### config.mk
export PLATFORM = sky130hd
export DESIGN_NAME = keypad_scan_flat
export DESIGN_NICKNAME = d
export VERILOG_FILES = /design/src/rtl/keypad_scan_if.sv /design/src/rtl/keypad_scan.sv /design/src/flat_wrapper.sv
export SDC_FILE = /design/constraint.sdc
export NUM_CORES = 1
export LEC_CHECK = 0
export CAP_MARGIN = 25
export CORE_MARGIN = 4
export CORE_UTILIZATION = 54
export DETAILED_ROUTE_END_ITERATION = 16
export PLACE_DENSITY = 0.76
export SYNTH_ARGS = -nofsm -noshare
export SYNTH_HDL_FRONTEND = slang
export SYNTH_SLANG_ARGS = --single-unit
### constraint.sdc
create_clock -name sysclk -period 2.31 [get_ports sysclk]
set_input_delay 0.231 -clock sysclk [delete_from_list [all_inputs] [get_ports sysclk]]
set_output_delay 0.231 -clock sysclk [all_outputs]
set_load 0.01 [all_outputs]
### src/rtl/keypad_scan_if.sv
`default_nettype none
// ============================================================================
// Module      : keypad_scan_if
// Description : Signal bundle between the 4x4 keypad scanner and the outside
//               world (keypad matrix and the 4-digit display path).
//               master : keypad_scan side (drives columns and key results)
//               slave  : keypad / consumer side (drives rows)
// Signals     : row[3:0]      keypad rows, active-low, pulled up, async
//               col[3:0]      column drive, active-low, one bit low
//               key_code[3:0] last accepted key (4*row_index + col_index)
//               key_valid     one-cycle pulse per accepted press
//               key_held      accepted key still held down
//               entry[15:0]   hex entry register for the display
// Revision    : 1.0 - initial release
// ============================================================================
interface keypad_scan_if;
    logic [3:0]  row;
    logic [3:0]  col;
    logic [3:0]  key_code;
    logic        key_valid;
    logic        key_held;
    logic [15:0] entry;

    modport master (
        input  row,
        output col,
        output key_code,
        output key_valid,
        output key_held,
        output entry
    );

    modport slave (
        output row,
        input  col,
        input  key_code,
        input  key_valid,
        input  key_held,
        input  entry
    );
endinterface
`default_nettype wire

### src/rtl/keypad_scan.sv
`default_nettype none
// ============================================================================
// Module      : keypad_scan
// Description : 4x4 matrix keypad scanner with debounce, single-shot press
//               reporting and a 4-nibble hex entry shift register.
//               Columns are driven active-low one at a time; rows are
//               synchronised and sampled once per SCAN_DIV clock period.
//               A press is accepted after DEB_CNT matching samples and is
//               released after DEB_CNT consecutive idle samples.
// Parameters  : SCAN_DIV - sysclk cycles per column/sample period (>= 2)
//               DEB_CNT  - matching samples to accept press/release (>= 1)
// Ports       : sysclk   - sole clock, rising edge
//               rst      - synchronous active-high reset
//               kp       - keypad_scan_if.master (row in; col, key_code,
//                          key_valid, key_held, entry out)
// Options     : KEYPAD_CLEAR_EN - when defined, accepting key 4'hF clears
//               the entry register instead of shifting it in.
// Revision    : 1.0 - initial release
// ============================================================================
module keypad_scan #(
    parameter int SCAN_DIV = 50000,
    parameter int DEB_CNT  = 4
) (
    input  wire logic     sysclk,
    input  wire logic     rst,
    keypad_scan_if.master kp
);

    // ------------------------------------------------------------------------
    // Constants
    // ------------------------------------------------------------------------
    localparam int c_DIV_W = (SCAN_DIV > 2) ? $clog2(SCAN_DIV) : 1;
    localparam int c_CNT_W = (DEB_CNT > 1) ? $clog2(DEB_CNT + 1) : 1;

    localparam logic [c_DIV_W-1:0] c_DIV_LAST = c_DIV_W'(SCAN_DIV - 1);
    localparam logic [c_CNT_W-1:0] c_DEB_TGT  = c_CNT_W'(DEB_CNT);
    localparam logic [c_CNT_W-1:0] c_CNT_ONE  = c_CNT_W'(1);

    localparam logic [3:0] c_COL_RST  = 4'b1110;
    localparam logic [3:0] c_ROW_IDLE = 4'b1111;

    localparam logic [1:0] c_ST_SCAN     = 2'd0;
    localparam logic [1:0] c_ST_DEBOUNCE = 2'd1;
    localparam logic [1:0] c_ST_HELD     = 2'd2;

    typedef enum logic [1:0] {
        ST_SCAN     = c_ST_SCAN,
        ST_DEBOUNCE = c_ST_DEBOUNCE,
        ST_HELD     = c_ST_HELD
    } state_t;

    // ------------------------------------------------------------------------
    // Declarations
    // ------------------------------------------------------------------------
    logic [3:0]         r_row_meta;
    logic [3:0]         r_row_sync;
    logic [c_DIV_W-1:0] r_div;
    state_t             r_state;
    state_t             w_state_nxt;
    logic [3:0]         r_col;
    logic [3:0]         w_col_nxt;
    logic [3:0]         r_cand;
    logic [3:0]         w_cand_nxt;
    logic [c_CNT_W-1:0] r_cnt;
    logic [c_CNT_W-1:0] w_cnt_nxt;
    logic [c_CNT_W-1:0] w_cnt_inc;
    logic [3:0]         r_key_code;
    logic               r_key_valid;
    logic [15:0]        r_entry;

    logic               w_tick;
    logic               w_press;
    logic               w_accept;
    logic [1:0]         w_row_idx;
    logic [1:0]         w_col_idx;
    logic [3:0]         w_code;
    logic [3:0]         w_col_rot;

    // ------------------------------------------------------------------------
    // Row synchroniser. The "cleared" value is the idle (pulled-up) level so
    // that leaving reset never looks like every row being pressed.
    // ------------------------------------------------------------------------
    always_ff @(posedge sysclk) begin
        if (rst) begin
            r_row_meta <= c_ROW_IDLE;
            r_row_sync <= c_ROW_IDLE;
        end else begin
            r_row_meta <= kp.row;
            r_row_sync <= r_row_meta;
        end
    end

    // ------------------------------------------------------------------------
    // Sample-period divider: one sample tick when the count hits its last value
    // ------------------------------------------------------------------------
    always_ff @(posedge sysclk) begin
        if (rst) begin
            r_div <= '0;
        end else if (r_div == c_DIV_LAST) begin
            r_div <= '0;
        end else begin
            r_div <= r_div + c_DIV_W'(1);
        end
    end

    assign w_tick = (r_div == c_DIV_LAST);

    // ------------------------------------------------------------------------
    // Key code derivation from the synchronised rows and the driven column.
    // Lowest-numbered low row wins when several rows are low.
    // ------------------------------------------------------------------------
    assign w_press = ~&r_row_sync;

    always_comb begin
        w_row_idx = 2'd0;
        if (!r_row_sync[0]) begin
            w_row_idx = 2'd0;
        end else if (!r_row_sync[1]) begin
            w_row_idx = 2'd1;
        end else if (!r_row_sync[2]) begin
            w_row_idx = 2'd2;
        end else if (!r_row_sync[3]) begin
            w_row_idx = 2'd3;
        end
    end

    always_comb begin
        w_col_idx = 2'd0;
        case (r_col)
            4'b1110: w_col_idx = 2'd0;
            4'b1101: w_col_idx = 2'd1;
            4'b1011: w_col_idx = 2'd2;
            4'b0111: w_col_idx = 2'd3;
            default: w_col_idx = 2'd0;
        endcase
    end

    assign w_code    = {w_row_idx, w_col_idx};
    assign w_col_rot = {r_col[2:0], r_col[3]};
    assign w_cnt_inc = r_cnt + c_CNT_ONE;

    // ------------------------------------------------------------------------
    // Scan FSM: state register
    // ------------------------------------------------------------------------
    always_ff @(posedge sysclk) begin
        if (rst) begin
            r_state <= ST_SCAN;
        end else begin
            r_state <= w_state_nxt;
        end
    end

    // ------------------------------------------------------------------------
    // Scan FSM: next state, column, candidate and shared match/release count.
    // r_cnt counts matching samples in DEBOUNCE and idle samples in HELD.
    // ------------------------------------------------------------------------
    always_comb begin
        w_state_nxt = r_state;
        w_col_nxt   = r_col;
        w_cand_nxt  = r_cand;
        w_cnt_nxt   = r_cnt;
        w_accept    = 1'b0;

        case (r_state)
            ST_SCAN: begin
                if (w_tick) begin
                    if (w_press) begin
                        w_cand_nxt = w_code;
                        // With DEB_CNT == 1 the first sample already qualifies.
                        if (c_CNT_ONE == c_DEB_TGT) begin
                            w_accept    = 1'b1;
                            w_cnt_nxt   = '0;
                            w_state_nxt = ST_HELD;
                        end else begin
                            w_cnt_nxt   = c_CNT_ONE;
                            w_state_nxt = ST_DEBOUNCE;
                        end
                    end else begin
                        w_col_nxt = w_col_rot;
                    end
                end
            end

            ST_DEBOUNCE: begin
                if (w_tick) begin
                    if (w_press && (w_code == r_cand)) begin
                        if (w_cnt_inc == c_DEB_TGT) begin
                            w_accept    = 1'b1;
                            w_cnt_nxt   = '0;
                            w_state_nxt = ST_HELD;
                        end else begin
                            w_cnt_nxt = w_cnt_inc;
                        end
                    end else begin
                        w_cnt_nxt   = '0;
                        w_col_nxt   = w_col_rot;
                        w_state_nxt = ST_SCAN;
                    end
                end
            end

            ST_HELD: begin
                // Column stays frozen, so only the held key's column is
                // observed; any low row restarts the release count.
                if (w_tick) begin
                    if (w_press) begin
                        w_cnt_nxt = '0;
                    end else if (w_cnt_inc == c_DEB_TGT) begin
                        w_cnt_nxt   = '0;
                        w_col_nxt   = w_col_rot;
                        w_state_nxt = ST_SCAN;
                    end else begin
                        w_cnt_nxt = w_cnt_inc;
                    end
                end
            end

            default: begin
                w_cnt_nxt   = '0;
                w_state_nxt = ST_SCAN;
            end
        endcase
    end

    // ------------------------------------------------------------------------
    // Datapath registers
    // ------------------------------------------------------------------------
    always_ff @(posedge sysclk) begin
        if (rst) begin
            r_col       <= c_COL_RST;
            r_cand      <= 4'h0;
            r_cnt       <= '0;
            r_key_code  <= 4'h0;
            r_key_valid <= 1'b0;
            r_entry     <= 16'h0000;
        end else begin
            r_col       <= w_col_nxt;
            r_cand      <= w_cand_nxt;
            r_cnt       <= w_cnt_nxt;
            r_key_valid <= w_accept;
            if (w_accept) begin
                r_key_code <= w_cand_nxt;
`ifdef KEYPAD_CLEAR_EN
                if (w_cand_nxt == 4'hF) begin
                    r_entry <= 16'h0000;
                end else begin
                    r_entry <= {r_entry[11:0], w_cand_nxt};
                end
`else
                r_entry <= {r_entry[11:0], w_cand_nxt};
`endif
            end
        end
    end

    // ------------------------------------------------------------------------
    // Outputs
    // ------------------------------------------------------------------------
    assign kp.col       = r_col;
    assign kp.key_code  = r_key_code;
    assign kp.key_valid = r_key_valid;
    assign kp.key_held  = (r_state == ST_HELD);
    assign kp.entry     = r_entry;

endmodule
`default_nettype wire
### src/flat_wrapper.sv
// flat-port wrapper written by rule: the top's interface ports become plain ports
module keypad_scan_flat 
#(
    parameter int SCAN_DIV = 50000,
    parameter int DEB_CNT  = 4
)
  (sysclk, rst, kp_row, kp_col, kp_key_code, kp_key_valid, kp_key_held, kp_entry);
  keypad_scan_if kp_i ();
  input  wire logic sysclk;
  input  wire logic rst;
  input wire logic [$bits(kp_i.row)-1:0] kp_row;
  output wire logic [$bits(kp_i.col)-1:0] kp_col;
  output wire logic [$bits(kp_i.key_code)-1:0] kp_key_code;
  output wire logic [$bits(kp_i.key_valid)-1:0] kp_key_valid;
  output wire logic [$bits(kp_i.key_held)-1:0] kp_key_held;
  output wire logic [$bits(kp_i.entry)-1:0] kp_entry;
  assign kp_i.row = kp_row;
  assign kp_col = kp_i.col;
  assign kp_key_code = kp_i.key_code;
  assign kp_key_valid = kp_i.key_valid;
  assign kp_key_held = kp_i.key_held;
  assign kp_entry = kp_i.entry;
  keypad_scan #(.SCAN_DIV(SCAN_DIV), .DEB_CNT(DEB_CNT)) u_core (.sysclk(sysclk), .rst(rst), .kp(kp_i));
endmodule
Word level (Yosys, flattened, before mapping). Cells that the tools add are included. W data, S select, Z words.

Add/subtract/negate cells: 2. Multiplexer cells: 37. Reduce and logical (&&, ||, !) cells: 9. Eq/ne operators: 17.

Operators with widths (count): $mux W4 (10); $mux W2 (12); $mux W3 (7); $add A16 B1 Y16 const B (1); $eq A16 B16 Y1 const B (1); $ne A2 B1 Y1 const B (6); $pmux W2 S3 (2); $pmux W4 S3 (1); $pmux W3 S3 (1); $eq A4 B4 Y1 const B (2); $reduce_and A4 Y1 (2); $reduce_and A8 Y1 (1); $reduce_and A7 Y1 (1); $eq A4 B3 Y1 const B (1); $eq A4 B4 Y1 (1); $mux W1 (4); $ne A2 B2 Y1 const B (2); $add A3 B1 Y3 const B (1); $eq A3 B3 Y1 const B (1); $ne A3 B3 Y1 const B (1); $reduce_bool A3 Y1 (1); $eq A2 B1 Y1 const B (1); $eq A2 B2 Y1 const B (1); $logic_not A2 Y1 (1); other kinds (3) (3).

Word-level logic and storage cells: 75. Register bits after elaboration: 58.

Longest topological paths before layout.
Depth after elaboration: 9. Depth in mapped cells: 10.

Worst setup path before layout. Ideal clock, no wire load.

Path type: register -> register. Start: register u_core.r_div[0]. End: register u_core.r_entry[10], in the netlist u_core.kp.entry[10]. Buffers on the path: 3. Setup time: 128 ps. Data required time: 2182 ps. Stages on the path, launching flop included: 11. Path slack: 175 ps. Arrival time: 2007 ps. Cells stage by stage: dfxtp_1 -> ha_1 -> and3_1 -> buf_2 -> nand4_2 -> or2_1 -> a2111oi_4 -> buf_6 -> buf_12 -> mux2i_1 -> nor2_1.

Longest elaborated chain between the ends: 3.

Ends and longest elaborated chain: from (decl) (RTL line keypad_scan.sv:57) `logic [c_DIV_W-1:0] r_div;`; from (signal assigned) (RTL line keypad_scan.sv:102) `r_div <= r_div + c_DIV_W'(1);`; $eq A16 B16 Y1 (RTL line keypad_scan.sv:106) `assign w_tick = (r_div == c_DIV_LAST);`; $mux W1 (RTL line keypad_scan.sv:185) `if (w_tick) begin`; $mux W1 (RTL line keypad_scan.sv:164) `case (r_state)`; to (signal assigned) (RTL line keypad_scan.sv:250) `r_entry <= {r_entry[11:0], w_cand_nxt};`; to (decl) (RTL line keypad_scan.sv:69) `logic [15:0] r_entry;`.

No other way between the ends. A chain may end at the register's enable or synchronous reset.

Final worst setup path.
Start: register u_core.r_cnt[0]. End: register u_core.r_entry[15], in the netlist u_core.kp.entry[15].

Longest elaborated chain between the ends: 6.

Ends and longest elaborated chain: from (decl) (RTL line keypad_scan.sv:64) `logic [c_CNT_W-1:0] r_cnt;`; from (signal assigned) (RTL line keypad_scan.sv:239) `r_cnt <= w_cnt_nxt;`; $add A3 B1 Y3 (RTL line keypad_scan.sv:140) `assign w_cnt_inc = r_cnt + c_CNT_ONE;`; $eq A3 B3 Y1 (RTL line keypad_scan.sv:187) `if (w_cnt_inc == c_DEB_TGT) begin`; $mux W1 (RTL line keypad_scan.sv:187); $mux W1 (RTL line keypad_scan.sv:186) `if (w_press && (w_code == r_cand)) begin`; $mux W1 (RTL line keypad_scan.sv:185); $mux W1 (RTL line keypad_scan.sv:164).

No other way between the ends.

==> impl_metrics.toml <==
[logic_synthesis]
yosysSeqAreaShare = 0.4364
synth-main-ff-cell = "dfxtp_1"
ys_seq_elements = 54
synth-async-reset-ratio = 0
synth_top_area_cell = "dfxtp_1"
yosys_warnings = 0
syn-num-nets = 273
syn_inst = 264
synth-edff-count = 0
yosysUniqueCellTypes = 46
syn_area_sq_um = 2477
yosys-top-cells-area = "dfxtp_1 44%, mux2i_1 7.7%, nor2_1 7.1%"
syn_avg_cell_area_sq_um = 9.384
synth_top_cell_area_share = 0.4364

[routing]
wl_per_cell_um = 13.10
drtIter0Drc = 107
post_drt_via_cell_ratio = 5.391
postRouteAntennaNets = 0
wirelength_um = 4493
drc = 0
dr.pass1.iters = 4
vias = 1849

[critical_path]
slowest_delay_ns = 0.40
crit_path_top_delay_cell = "dfxtp_1"
worstPathRequired_ns = 2.50
reg2reg_from = "u_core.r_cnt[0]"
r2r_setup_slack_ns = 0.21
crit_type = "reg2reg"
startpoint_type = "flop"
r2r_end = "u_core.kp.entry[15]"
cp_max_fo = 7
path_cells = "ha_1, xor2_1, nand2_1, or2_1, a2111oi_4, buf_4, mux2i_1, nor2_1"
cp-end-kind = "flop"
reg2reg_depth = 8
critPathArrivalTime_ns = 2.30

[sta]
rsz0062_at_grt = "false"
hold_violations = 0
relSlewSlack = 0.5517
setup_ws_ns = 0.2081
setup_viol = 0
finClkSkew_ns = 0.01051
layout_worst_path_cycle_share = 0.9099
timing.hold.ws_ns = 0.4127
drv_slew = 0
fin_setup_tns_ns = 0
worst_slew_pin_slew_ns = 0.6654
period_needed_ns = 2.102
clock.fmax_mhz = 475.8

[floorplanning]
initial_utilization = 0.5651
fp.dieW_um = 75.73
fp.dieH_um = 75.73
row_count = 24
core_sq_um = 4384
dieArea_sq_um = 5735
io_pins = 32

[outcome]
outcome = "complete, no violations"

[place]
pre_cts_ws_ns = 0.1669
dp.cells = 336
dp_hpwl_um = 3171
gp_congestion = 0.8024
port_buffers = 31

[pwr]
power_mw = 1.636
leakagePower_nw = 1.088
vdd_drop_max_mv = 0.4793
p_per_area_nw_per_um2 = 563.0

[global_routing]
grt_pass1_vias = 1703
overflow = 0
grt_max_degree = 33
grt_pass1_wl_um = 7631
grt_usage = 0.1723
antenna_found_initial = 0

[cells_and_area]
num-fill-cells = 374
drive_above_1_share = 0.09966
num_antenna_cells = 0
nets = 300
area_delta_synth_final_pct = 17.32
fin_cells = 343

[cts]
cts_buffers = 5
htree_levels = 2
cts_tree = "yes"
cts_sinks = 54
clock_latency_ns = 0.31
root_buffer = "clkbuf_8"
cts_setup_buffers = 0
cts_max_path_buffers = 2
ctsResizeCount = 0
clk_pin_slew_worst_paths_ns = 0.09
ctsHoldBuffers = 0

[worst_hold_path]
hold_depth = 1
min_to = "u_core.r_row_sync[2]"
hold_start = "u_core.r_row_meta[2]"
hold_class = "reg2reg"

[flow_run]
cap_violations = 0
## critical path, delay by kind of cell, from the launching register on
kind,cells,cell delay (ns)
xor+xnor,1,0.16
flops,1,0.40
buf+inv,1,0.25
fa+ha+maj,1,0.24
simple gates,3,0.47
compound gates,1,0.25
mux,1,0.21
## cell usage in the layout, fill, tap and decap left out, types with 6 or more instances in the layout
master,instances
inv_1,8
nor2b_1,6
xnor2_1,8
o21ai_0,11
mux2i_1,19
nand2_1,9
nand2b_1,9
clkbuf_8,6
dfxtp_1,53
xor2_1,10
or2_2,8
nor2_1,47
clkdlybuf4s50_1,31
## report_power, final
part,internal [mW],switching [mW]
clock network,0.347,0.289
registers,0.941,0.00641
logic,0.0236,0.0296
## layer usage
metal | vias up | GRT usage | wire (um)
met5 | - | 0 | 0
met4 | 0 | 0.06019 | 63
met3 | 5 | 0.04090 | 141
met2 | 30 | 0.2617 | 2041
met1 | 862 | 0.2394 | 2245
li1 | 952 | - | -
## metrics by stage
step	instance area [sq um]	utilization
after floorplan	2477	-
after global placement	2788	0.6358
after detailed placement	2788	0.6358
after CTS	2900	0.6615
after global routing	2907	0.6630
final	2907	0.6630
## cells by family after synthesis
group | after synthesis | share of synthesized area
fa+ha+maj | 3 | 0.01515
buf+inv | 24 | 0.05354
xor+xnor | 18 | 0.06364
mux | 21 | 0.08586
flops | 54 | 0.4364
simple gates | 110 | 0.2384
compound gates | 34 | 0.1071
## registers in the layout, summed over array words and instances, names as in the netlist
name	flops
u_core.r_div	16
u_core.kp.entry	16
u_core.kp.col	4
u_core.r_cand	4
u_core.r_cnt	3
u_core.r_row_meta	4
u_core.kp.key_valid	1
u_core.r_state	2
u_core.r_row_sync	4
## area by class of cell
| type | instances | area (sq um) | share of cell area |
|---|---|---|---|
| sequential | 54 | 1082 | 0.3724 |
| multi-input combinational | 186 | 1265 | 0.4352 |
| timing repair buffer | 36 | 351.6 | 0.1210 |
| clock inverter | 1 | 30.03 | 0.01033 |
| tap | 52 | 65.06 | 0.02238 |
| inverter | 8 | 30.03 | 0.01033 |
| clock buffer | 6 | 82.58 | 0.02841 |
## Yosys cell counts (5+ instances only)
library cell and number:
xor2_1 10, dfxtp_1 54, nand2_1 9, inv_1 8, nand2b_1 9, a21oi_1 5
or2_2 8, nand3_1 5, and3_1 6, nor2b_1 6, nor2_1 47, o21ai_0 11
mux2i_1 19, clkbuf_1 7, xnor2_1 8
## how the worst max path moves through the flow
stage / startpoint / endpoint / slack (ns) / depth (start not counted)
floorplan: u_core.r_div[0] / u_core.kp.entry[10] / 0.18 / 10
global placement: u_core.kp.col[3] / u_core.kp.col[1] / 0.24 / 6
detailed placement: u_core.r_div[0] / u_core.kp.entry[6] / 0.17 / 8
CTS: u_core.r_div[0] / u_core.kp.entry[6] / 0.15 / 8
global route: u_core.r_div[0] / u_core.kp.entry[15] / 0.02 / 8
finish: u_core.r_cnt[0] / u_core.kp.entry[15] / 0.21 / 8
No activity file was read; power rests on OpenSTA's default activity.
